**src/rtl/dbus_arbiter_if.sv**
```systemverilog
// ---------------------------------------------------------------------------
// dbus_arbiter_if
// Bundles the two master request/response channels and the shared slave
// channel of the data-bus arbiter.
//   slave  : arbiter side (serves the masters, drives the slave bus)
//   master : environment side (load-store unit, aux master, data slave)
// ---------------------------------------------------------------------------
interface dbus_arbiter_if #(
   parameter int ADDR_W = 32,
   parameter int DATA_W = 32
);
   // master 0 (core load-store unit)
   logic              m0_req;
   logic              m0_wr;
   logic              m0_lock;
   logic [ADDR_W-1:0] m0_addr;
   logic [DATA_W-1:0] m0_wdata;
   logic [3:0]        m0_mask;
   logic              m0_gnt;
   logic              m0_ack;
   logic [DATA_W-1:0] m0_rdata;

   // master 1 (auxiliary: DMA / boot loader)
   logic              m1_req;
   logic              m1_wr;
   logic              m1_lock;
   logic [ADDR_W-1:0] m1_addr;
   logic [DATA_W-1:0] m1_wdata;
   logic [3:0]        m1_mask;
   logic              m1_gnt;
   logic              m1_ack;
   logic [DATA_W-1:0] m1_rdata;

   // shared slave (data_cache / UART select path)
   logic              s_sel;
   logic              s_wr;
   logic [ADDR_W-1:0] s_addr;
   logic [DATA_W-1:0] s_wdata;
   logic [3:0]        s_mask;
   logic [DATA_W-1:0] s_rdata;

   modport slave (
      input  m0_req, m0_wr, m0_lock, m0_addr, m0_wdata, m0_mask,
      output m0_gnt, m0_ack, m0_rdata,
      input  m1_req, m1_wr, m1_lock, m1_addr, m1_wdata, m1_mask,
      output m1_gnt, m1_ack, m1_rdata,
      output s_sel, s_wr, s_addr, s_wdata, s_mask,
      input  s_rdata
   );

   modport master (
      output m0_req, m0_wr, m0_lock, m0_addr, m0_wdata, m0_mask,
      input  m0_gnt, m0_ack, m0_rdata,
      output m1_req, m1_wr, m1_lock, m1_addr, m1_wdata, m1_mask,
      input  m1_gnt, m1_ack, m1_rdata,
      input  s_sel, s_wr, s_addr, s_wdata, s_mask,
      output s_rdata
   );
endinterface

```
**src/rtl/dbus_arbiter.sv**
```systemverilog
// ---------------------------------------------------------------------------
// dbus_arbiter
// Two-master arbiter for the shared data bus. Registered grant FSM
// (IDLE / OWN0 / OWN1) with round-robin fairness, bursts bounded to
// MAX_BURST beats while the other master waits, direct owner-to-owner
// handover and pass-through read data.
//
// Optional build macro:
//   FIXED_PRIO_EN - master 0 always wins contention; the burst bound
//                   applies to master 1 only. Undefined: round-robin,
//                   burst bound on both masters.
// ---------------------------------------------------------------------------
module dbus_arbiter #(
   parameter int ADDR_W    = 32,
   parameter int DATA_W    = 32,
   parameter int MAX_BURST = 4
) (
   input  logic           clk,
   input  logic           rst,
   dbus_arbiter_if.slave  bus
);

   localparam int CNT_W = $clog2(MAX_BURST + 1);
   localparam logic [CNT_W-1:0] MAX_CNT = CNT_W'(MAX_BURST);

   typedef enum logic [1:0] {
      ST_IDLE = 2'd0,
      ST_OWN0 = 2'd1,
      ST_OWN1 = 2'd2
   } state_t;

   state_t            r_state;
   logic [CNT_W-1:0]  r_cnt;      // beats taken by current owner
   logic              r_rr;       // 0: m0 favoured on next tie, 1: m1
   logic              r_m0_gnt;
   logic              r_m1_gnt;

   state_t            w_next_state;
   logic [CNT_W-1:0]  w_next_cnt;
   state_t            w_oth_state;
   logic              w_own_req;
   logic              w_own_wr;
   logic              w_own_lock;
   logic              w_oth_req;
   logic [ADDR_W-1:0] w_own_addr;
   logic [DATA_W-1:0] w_own_wdata;
   logic [3:0]        w_own_mask;
   logic [CNT_W-1:0]  w_cnt_inc;
   logic              w_limit;
   logic              w_pick_m1;
   logic              w_bounded;
   logic              w_may_yield;

   // Arbitration policy: tie-break in IDLE, burst bound, and whether an
   // unlocked owner gives the bus away to a waiting master.
`ifdef FIXED_PRIO_EN
   assign w_pick_m1   = 1'b0;
   assign w_bounded   = (r_state == ST_OWN1);
   assign w_may_yield = (r_state == ST_OWN1);
`else
   assign w_pick_m1   = r_rr;
   assign w_bounded   = 1'b1;
   assign w_may_yield = 1'b1;
`endif

   // Select the current owner's request side and the other master's request.
   always_comb begin
      // NOTE: every always_comb output gets a default first, so no path
      // leaves a signal unassigned and no latch is inferred.
      w_own_req   = 1'b0;
      w_own_wr    = 1'b0;
      w_own_lock  = 1'b0;
      w_own_addr  = '0;
      w_own_wdata = '0;
      w_own_mask  = '0;
      w_oth_req   = 1'b0;
      w_oth_state = ST_IDLE;
      case (r_state)
         ST_OWN0: begin
            w_own_req   = bus.m0_req;
            w_own_wr    = bus.m0_wr;
            w_own_lock  = bus.m0_lock;
            w_own_addr  = bus.m0_addr;
            w_own_wdata = bus.m0_wdata;
            w_own_mask  = bus.m0_mask;
            w_oth_req   = bus.m1_req;
            w_oth_state = ST_OWN1;
         end
         ST_OWN1: begin
            w_own_req   = bus.m1_req;
            w_own_wr    = bus.m1_wr;
            w_own_lock  = bus.m1_lock;
            w_own_addr  = bus.m1_addr;
            w_own_wdata = bus.m1_wdata;
            w_own_mask  = bus.m1_mask;
            w_oth_req   = bus.m0_req;
            w_oth_state = ST_OWN0;
         end
         default: ;
      endcase
   end

   // Saturating beat count after this cycle's beat; limit reached when the
   // owner has used its full burst allowance.
   assign w_cnt_inc = (r_cnt == MAX_CNT) ? r_cnt : r_cnt + CNT_W'(1);
   assign w_limit   = w_bounded && (w_cnt_inc == MAX_CNT);

   // End-of-cycle ownership decision and next beat count.
   always_comb begin
      w_next_state = r_state;
      w_next_cnt   = r_cnt;
      case (r_state)
         ST_IDLE: begin
            w_next_cnt = '0;
            if (bus.m0_req && bus.m1_req)
               w_next_state = w_pick_m1 ? ST_OWN1 : ST_OWN0;
            else if (bus.m0_req)
               w_next_state = ST_OWN0;
            else if (bus.m1_req)
               w_next_state = ST_OWN1;
            else
               w_next_state = ST_IDLE;
         end
         ST_OWN0, ST_OWN1: begin
            if (!w_own_req) begin
               // no beat: hand over or release the bus
               w_next_state = w_oth_req ? w_oth_state : ST_IDLE;
               w_next_cnt   = '0;
            end else if (w_own_lock && !w_limit) begin
               // locked burst still inside its allowance
               w_next_cnt = w_cnt_inc;
            end else if (w_own_lock) begin
               // allowance used up: yield if anyone waits, else restart count
               if (w_oth_req)
                  w_next_state = w_oth_state;
               w_next_cnt = '0;
            end else if (w_oth_req && w_may_yield) begin
               // unlocked beat with a waiting master: direct handover
               w_next_state = w_oth_state;
               w_next_cnt   = '0;
            end else begin
               w_next_cnt = w_cnt_inc;
            end
         end
         default: begin
            w_next_state = ST_IDLE;
            w_next_cnt   = '0;
         end
      endcase
   end

   // Grant FSM: state, beat counter, round-robin pointer and registered grants.
   always_ff @(posedge clk or posedge rst) begin
      // NOTE: state registers use non-blocking assignments so every register
      // samples pre-edge values regardless of statement order.
      if (rst) begin
         r_state  <= ST_IDLE;
         r_cnt    <= '0;
         r_rr     <= 1'b0;
         r_m0_gnt <= 1'b0;
         r_m1_gnt <= 1'b0;
      end else begin
         r_state  <= w_next_state;
         r_cnt    <= w_next_cnt;
         r_m0_gnt <= (w_next_state == ST_OWN0);
         r_m1_gnt <= (w_next_state == ST_OWN1);
         if (w_next_state == ST_OWN0)
            r_rr <= 1'b1;
         else if (w_next_state == ST_OWN1)
            r_rr <= 1'b0;
      end
   end

   // Slave bus follows the owner; everything is zero while idle or in reset.
   assign bus.s_sel   = w_own_req;
   assign bus.s_wr    = w_own_req & w_own_wr;
   assign bus.s_addr  = w_own_addr;
   assign bus.s_wdata = w_own_wdata;
   assign bus.s_mask  = w_own_mask;

   // Master responses: beat completes when the owner requests; read data
   // is passed through to the owner only.
   assign bus.m0_gnt   = r_m0_gnt;
   assign bus.m1_gnt   = r_m1_gnt;
   assign bus.m0_ack   = r_m0_gnt & bus.m0_req;
   assign bus.m1_ack   = r_m1_gnt & bus.m1_req;
   assign bus.m0_rdata = r_m0_gnt ? bus.s_rdata : '0;
   assign bus.m1_rdata = r_m1_gnt ? bus.s_rdata : '0;

endmodule

```
**src/flat_wrapper.sv**
```systemverilog
// flat-port wrapper written by rule: the top's interface ports become plain ports
module dbus_arbiter_flat 
#(
   parameter int ADDR_W    = 32,
   parameter int DATA_W    = 32,
   parameter int MAX_BURST = 4
)
  (clk, rst, bus_m0_req, bus_m0_wr, bus_m0_lock, bus_m0_addr, bus_m0_wdata, bus_m0_mask, bus_m0_gnt, bus_m0_ack, bus_m0_rdata, bus_m1_req, bus_m1_wr, bus_m1_lock, bus_m1_addr, bus_m1_wdata, bus_m1_mask, bus_m1_gnt, bus_m1_ack, bus_m1_rdata, bus_s_sel, bus_s_wr, bus_s_addr, bus_s_wdata, bus_s_mask, bus_s_rdata);
  dbus_arbiter_if #(.ADDR_W(ADDR_W), .DATA_W(DATA_W)) bus_i ();
  input  logic clk;
  input  logic rst;
  input wire logic [$bits(bus_i.m0_req)-1:0] bus_m0_req;
  input wire logic [$bits(bus_i.m0_wr)-1:0] bus_m0_wr;
  input wire logic [$bits(bus_i.m0_lock)-1:0] bus_m0_lock;
  input wire logic [$bits(bus_i.m0_addr)-1:0] bus_m0_addr;
  input wire logic [$bits(bus_i.m0_wdata)-1:0] bus_m0_wdata;
  input wire logic [$bits(bus_i.m0_mask)-1:0] bus_m0_mask;
  output wire logic [$bits(bus_i.m0_gnt)-1:0] bus_m0_gnt;
  output wire logic [$bits(bus_i.m0_ack)-1:0] bus_m0_ack;
  output wire logic [$bits(bus_i.m0_rdata)-1:0] bus_m0_rdata;
  input wire logic [$bits(bus_i.m1_req)-1:0] bus_m1_req;
  input wire logic [$bits(bus_i.m1_wr)-1:0] bus_m1_wr;
  input wire logic [$bits(bus_i.m1_lock)-1:0] bus_m1_lock;
  input wire logic [$bits(bus_i.m1_addr)-1:0] bus_m1_addr;
  input wire logic [$bits(bus_i.m1_wdata)-1:0] bus_m1_wdata;
  input wire logic [$bits(bus_i.m1_mask)-1:0] bus_m1_mask;
  output wire logic [$bits(bus_i.m1_gnt)-1:0] bus_m1_gnt;
  output wire logic [$bits(bus_i.m1_ack)-1:0] bus_m1_ack;
  output wire logic [$bits(bus_i.m1_rdata)-1:0] bus_m1_rdata;
  output wire logic [$bits(bus_i.s_sel)-1:0] bus_s_sel;
  output wire logic [$bits(bus_i.s_wr)-1:0] bus_s_wr;
  output wire logic [$bits(bus_i.s_addr)-1:0] bus_s_addr;
  output wire logic [$bits(bus_i.s_wdata)-1:0] bus_s_wdata;
  output wire logic [$bits(bus_i.s_mask)-1:0] bus_s_mask;
  input wire logic [$bits(bus_i.s_rdata)-1:0] bus_s_rdata;
  assign bus_i.m0_req = bus_m0_req;
  assign bus_i.m0_wr = bus_m0_wr;
  assign bus_i.m0_lock = bus_m0_lock;
  assign bus_i.m0_addr = bus_m0_addr;
  assign bus_i.m0_wdata = bus_m0_wdata;
  assign bus_i.m0_mask = bus_m0_mask;
  assign bus_m0_gnt = bus_i.m0_gnt;
  assign bus_m0_ack = bus_i.m0_ack;
  assign bus_m0_rdata = bus_i.m0_rdata;
  assign bus_i.m1_req = bus_m1_req;
  assign bus_i.m1_wr = bus_m1_wr;
  assign bus_i.m1_lock = bus_m1_lock;
  assign bus_i.m1_addr = bus_m1_addr;
  assign bus_i.m1_wdata = bus_m1_wdata;
  assign bus_i.m1_mask = bus_m1_mask;
  assign bus_m1_gnt = bus_i.m1_gnt;
  assign bus_m1_ack = bus_i.m1_ack;
  assign bus_m1_rdata = bus_i.m1_rdata;
  assign bus_s_sel = bus_i.s_sel;
  assign bus_s_wr = bus_i.s_wr;
  assign bus_s_addr = bus_i.s_addr;
  assign bus_s_wdata = bus_i.s_wdata;
  assign bus_s_mask = bus_i.s_mask;
  assign bus_i.s_rdata = bus_s_rdata;
  dbus_arbiter #(.ADDR_W(ADDR_W), .DATA_W(DATA_W), .MAX_BURST(MAX_BURST)) u_core (.clk(clk), .rst(rst), .bus(bus_i));
endmodule
```
**config.mk**
```make
export PLATFORM = sky130hd
export DESIGN_NAME = dbus_arbiter_flat
export DESIGN_NICKNAME = d
export VERILOG_FILES = /design/src/rtl/dbus_arbiter_if.sv /design/src/rtl/dbus_arbiter.sv /design/src/flat_wrapper.sv
export SDC_FILE = /design/constraint.sdc
export NUM_CORES = 1
export LEC_CHECK = 0
export BUFFER_PORTS_ARGS = -buffer_cell sky130_fd_sc_hd__buf_2
export CAP_MARGIN = 0
export CORE_AREA = 2 2 121 123
export DETAILED_ROUTE_END_ITERATION = 10
export DIE_AREA = 0 0 123 125
export HOLD_SLACK_MARGIN = 0.1
export PLACE_DENSITY = 0.43
export SLEW_MARGIN = 20
export SYNTH_ARGS = -nofsm -noshare
export SYNTH_HDL_FRONTEND = slang
export SYNTH_SLANG_ARGS = --single-unit
```
**constraint.sdc**
```tcl
create_clock -name clk -period 2.8 [get_ports clk]
set_input_delay 0.42 -clock clk [delete_from_list [all_inputs] [get_ports clk]]
set_output_delay 0.42 -clock clk [all_outputs]
set_load 0.005 [all_outputs]
```
Yosys cells after proc, flatten, opt, wreduce, memory -nomap -nowiden
Index checks and enable logic that the tools add are counted.
W data, S select, Z words.

storage, ports and cells
  word-level logic and storage cells = 48
  input port bits = 176
  output and inout bits = 138
  register bits after elaboration = 8

operators by class
  reductions and logical operators = 6
  multiplexer cells = 27
  equal/unequal tests = 6
  add/sub/neg operators = 1
  bitwise operators = 3

operators with widths
  cell                   count
  $pmux W32 S2           2
  $mux W32               2
  $mux W3                6
  $mux W2                8
  $pmux W1 S2            4
  $pmux W2 S2            2
  $pmux W4 S2            1
  $eq A3 B3 Y1 const B   2
  $eq A2 B1 Y1 const B   2
  $eq A2 B2 Y1 const B   2
  $add A3 B1 Y3 const B  1
  $and A1 B1 Y1          3
  $logic_and A1 B1 Y1    2
  $logic_not A2 Y1       1
  $mux W1                2
  $reduce_bool A2 Y1     1
  $reduce_or A2 Y1       1
  $logic_not A1 Y1       1

Logic depth before layout (Yosys ltp)
  depth in word-level cells = 11
  mapped depth = 9
  depth with buffers taken out = 8

Worst setup path after synthesis
No wires, ideal clock.

  kind = reg-to-reg
  start = register u_core.r_cnt[0]
  end = register u_core.r_rr
  arrival = 2,191 ps
  required time = 2,675 ps
  period minus slack after synthesis = 2,316 ps
  slack = 484 ps
  buffers on the path = 0
  stages on the path, launching flop included = 9
  setup time = 125 ps
  cell sequence = dfrtp_1 -> inv_1 -> ha_1 -> nand4bb_1 -> o211a_1 -> a2111oi_4 -> a211o_1 -> ha_1 -> mux2_2

on the way
  longest elaborated chain between the ends = 10
  elaborated cells between the ends (all ways) = 13
  classes of those cells = 1 x add/sub; 4 x eq/ne; 5 x mux; 3 x reduce/logical

ends and longest elaborated chain
  item                                           RTL line                                  RTL
  start, declared                                dbus_arbiter.sv:33                        logic [CNT_W-1:0] r_cnt;
  start signal, assigned                         dbus_arbiter.sv:164                       r_cnt <= w_next_cnt;
  $add A3 B1 Y3 or $eq A3 B3 Y1 (tied branches)  dbus_arbiter.sv:105                       assign w_cnt_inc = (r_cnt == MAX_CNT) ? r_cnt : r_cnt + CNT_W'(1);
  $mux W3 (*)                                    dbus_arbiter.sv:105
  $eq A3 B3 Y1 (*)                               dbus_arbiter.sv:106                       assign w_limit = w_bounded && (w_cnt_inc == MAX_CNT);
  $logic_not A1 Y1 (*)                           dbus_arbiter.sv:129                       end else if (w_own_lock && !w_limit) begin
  $logic_and A1 B1 Y1 (*)                        dbus_arbiter.sv:129
  $mux W2 (*)                                    dbus_arbiter.sv:129
  $mux W2 (*)                                    dbus_arbiter.sv:125                       if (!w_own_req) begin
  $pmux W2 S2 (*)                                dbus_arbiter.sv:112                       case (r_state)
  via u_core.w_next_state[1]                     dbus_arbiter.sv:38                        state_t w_next_state;
  $eq A2 B1 Y1 or $eq A2 B2 Y1 (tied branches)   dbus_arbiter.sv:167, dbus_arbiter.sv:169
  $mux W1 or $reduce_bool A2 Y1 (tied branches)  -
  end signal, assigned                           dbus_arbiter.sv:159                       r_rr <= 1'b0;
  end signal, assigned                           dbus_arbiter.sv:168                       r_rr <= 1'b1;
  end signal, assigned                           dbus_arbiter.sv:170                       r_rr <= 1'b0;
  end, declared                                  dbus_arbiter.sv:34                        logic r_rr;

The timed path passes the listed nets; every way through them passes the cells marked *.
A chain may end at the register's enable or synchronous reset.

Worst setup path after layout
  start = register u_core.r_state[0]
  end = output port bus_s_wdata[9]

on the way
  longest elaborated chain between the ends = 2
  elaborated cells between the ends (all ways) = 3
  classes of those cells = 2 x eq/ne; 1 x mux

ends and longest elaborated chain
  item                                          RTL line             RTL
  start, declared                               dbus_arbiter.sv:32   state_t r_state;
  start signal, assigned                        dbus_arbiter.sv:163  r_state <= w_next_state;
  $eq A2 B2 Y1 or $eq A2 B1 Y1 (tied branches)  dbus_arbiter.sv:78   case (r_state)
  $pmux W32 S2 (*)                              dbus_arbiter.sv:78
  end, declared                                 flat_wrapper.sv:33   output wire logic [$bits(bus_i.s_wdata)-1:0] bus_s_wdata;

Every way passes the cells marked *; elsewhere a longest branch is shown, timed or not.

==> flow_summary.ini <==
[run_status]
status = finished clean

[clocking]
post_cts_buffers = 0
cts_buffers = 3
cts_tree = built
hold_buffers = 0
clkTransAtPathRegs_ps = 40
cts_root_buf = clkbuf_16
cts_buffer_depth = 2
cts_sinks = 8
clk_latency_ps = 230
htree_levels = 1
post_cts_resized = 0

[global_routing]
grt_first_pass_wirelength_mm = 16.6
track_usage_pct = 13.6
grt_max_degree = 69
met3_usage_pct = 1.92
busiest_layer = met2
grt-ovfl-total = 0
grt_pass1_vias = 3129
antenna_found_initial = 1
use_met1_pct = 15.9
gr-usage-met2_pct = 26.1

[yosys]
syn-num-nets = 486
synth-simple-area-share_pct = 40.1
synth-seq-cells = 8
synth_cell_types = 31
yosysTopAreaCell = a22oi_1
syn_avg_cell_area_sq_um = 6.52
synth_top_family_by_area = simple AND/OR/NAND/NOR gates
syn-instance-count = 302
synth_area_sq_um = 1970
synth_compound_area_share_pct = 35.5
synthXorXnorAreaFrac_pct = 0.445
yosysWarnings = 0
yosys-top-cells-area = a22oi_1 (27%), and2_1 (22%), nor2_1 (13%), dfrtp_1 (10%), ha_1 (5.1%)
synth_top_area_share_pct = 27.1
synthMuxAreaShare_pct = 1.08
yosysSeqAreaShare_pct = 10.2
yosys.area_share.adder_pct = 5.09

[cells_and_area]
n_fill_cell = 1607
drive_above_1_share_pct = 55.0
nNetsFinal = 779
fin_area_sq_um = 3760
final_common_cell = buf_2
area_delta_synth_final_pct = 91.2
mostFrequentLayoutCells = buf_2 (313), a22oi_1 (71), nor2_1 (69)
utilization_pct = 26.5

[pwr]
switchingPower_mw = 1.41
clkPwrFrac_pct = 8.8
peakVddDrop_uv = 358
comb_power_share_pct = 81.6
swShare_pct = 52.6
power.internal_mw = 1.27
p_per_area_nw_per_um2 = 714
p_seq_share_pct = 9.6
p_leak_nw = 2.18

[timing]
fmax_ghz = 0.394
fin_skew_ps = 0.475
finalMaxSlewViolations = 0
min_period_ps = 2540
worst_pin_slew_ps = 744
setup_viol = 0
rsz0062_at_grt = no
maxSlewHeadroom_pct = 50.4
hold_violations = 0
hold-worst-slack_ps = 149
tns_ps = 0
fin_crit_sh_pct = 90.7
fin_ws_ps = 260

[placement]
dp_hpwl_mm = 9.80
placed_area_sq_um = 3690
portBuffers = 313
place_ws_ps = 329
place.gp.congestion = 0.865

[route]
drtPass1Iterations = 5
drc = 0
vias_per_cell = 4.39
postRouteAntennaNets = 0
vias = 3412
drt_wl_total_mm = 11.4
drtIter0Drc = 114
wire_per_inst_um = 14.6

[critical_path]
cp_max_fo = 68
worstReg2RegStart = u_core.r_cnt[0]
path_class = reg2out
rrSetupSlack_ps = 310
reg2reg_to = u_core.r_rr
endpoint_kind = primary output
cp-start-kind = register
critPathRequiredTime_ps = 2380
arrival_ps = 2120
ff2ff_path_depth = 8

[die]
die_width_um = 123
placeableCoreArea_sq_um = 14200
start_util_pct = 13.9
row_count = 44
die_y_um = 125
io_pins = 314
fp.dieArea_sq_um = 15400

[run]
maxCapViolCount = 0

[worst_hold_path]
hold_path.class = in2async
[worst max-delay path, cell delays in order, from the launching register on]
cell,delay [ps]
dfrtp_1,410
inv_1,110
ha_1,420
inv_2,90
buf_4,530
nor2_1,130
buf_2,160
[cell type report]
| type | instances | area, sq um | share of cell area (%) |
|---|---|---|---|
| clock buffer | 3 | 75.1 | 1.99 |
| multi-input combinational | 256 | 1620 | 43.1 |
| antenna | 1 | 2.50 | 0.0665 |
| inverter | 8 | 30.0 | 0.798 |
| tap | 184 | 230 | 6.12 |
| sequential | 8 | 200 | 5.32 |
| timing repair buffer | 318 | 1600 | 42.6 |
[registers in the layout (all words and copies together) (netlist names)]
signal,count
u_core.bus.m1_gnt,1
u_core.r_rr,1
u_core.r_state,2
u_core.bus.m0_gnt,1
u_core.r_cnt,3
[cell families after synthesis]
family / count (synthesis)
muxes: 2
buffers and inverters: 38
DFF: 8
AOI/OAI and AO/OA: 91
adders and majority gates: 8
xor gates and xnor gates: 1
and+or+nand+nor: 154
[cell usage after synthesis]
master,instances
inv_1,7
nand2b_1,1
xnor2_1,1
a21oi_1,3
buf_1,11
and2_1,68
a2111oi_4,1
a31oi_1,1
nor2_1,69
a22o_1,3
nand4_1,2
nand4bb_1,3
a2111oi_0,1
dfrtp_1,8
o211a_1,2
a211o_1,1
o21ai_1,2
clkbuf_1,12
a22oi_1,71
nor3_1,4
nand3b_1,1
o21ai_0,1
a211oi_1,1
nand3_1,1
inv_2,1
o211ai_1,4
mux2i_1,1
mux2_2,1
buf_2,7
ha_1,8
nand2_1,5
[layer usage]
layer | part of all wire, % | wire, um
met1 | 38 | 4370
met2 | 52 | 5890
met3 | 8.7 | 986
met4 | 0.92 | 104
met5 | 0.097 | 11
[through the flow]
step	total power, mW	cells
finish	2.69	778
global route	3.02	777
CTS	2.71	777
detailed placement	2.47	774
global placement	2.45	774
floorplan	1.57	302
[worst max path at each step]
stage | startpoint | cells after the start | slack [ps] | end
finish | u_core.r_state[0] | 6 | 260 | bus_s_wdata[9]
global route | u_core.r_state[0] | 6 | 100 | bus_s_wdata[16]
CTS | u_core.r_state[0] | 6 | 270 | bus_s_wdata[9]
detailed placement | u_core.r_cnt[0] | 8 | 330 | u_core.r_rr
global placement | u_core.r_cnt[0] | 8 | 360 | u_core.r_rr
floorplan | u_core.r_cnt[0] | 8 | 480 | u_core.r_rr
[power groups by stage]
stage | Sequential (mW) | Combinational [mW] | Clock [mW]
global route | 0.274 | 2.49 | 0.249
detailed placement | 0.261 | 2.21 | 0
global placement | 0.255 | 2.20 | 0
CTS | 0.260 | 2.21 | 0.241
finish | 0.258 | 2.19 | 0.236
floorplan | 0.187 | 1.39 | 0
(Power assumes the default switching activity.)
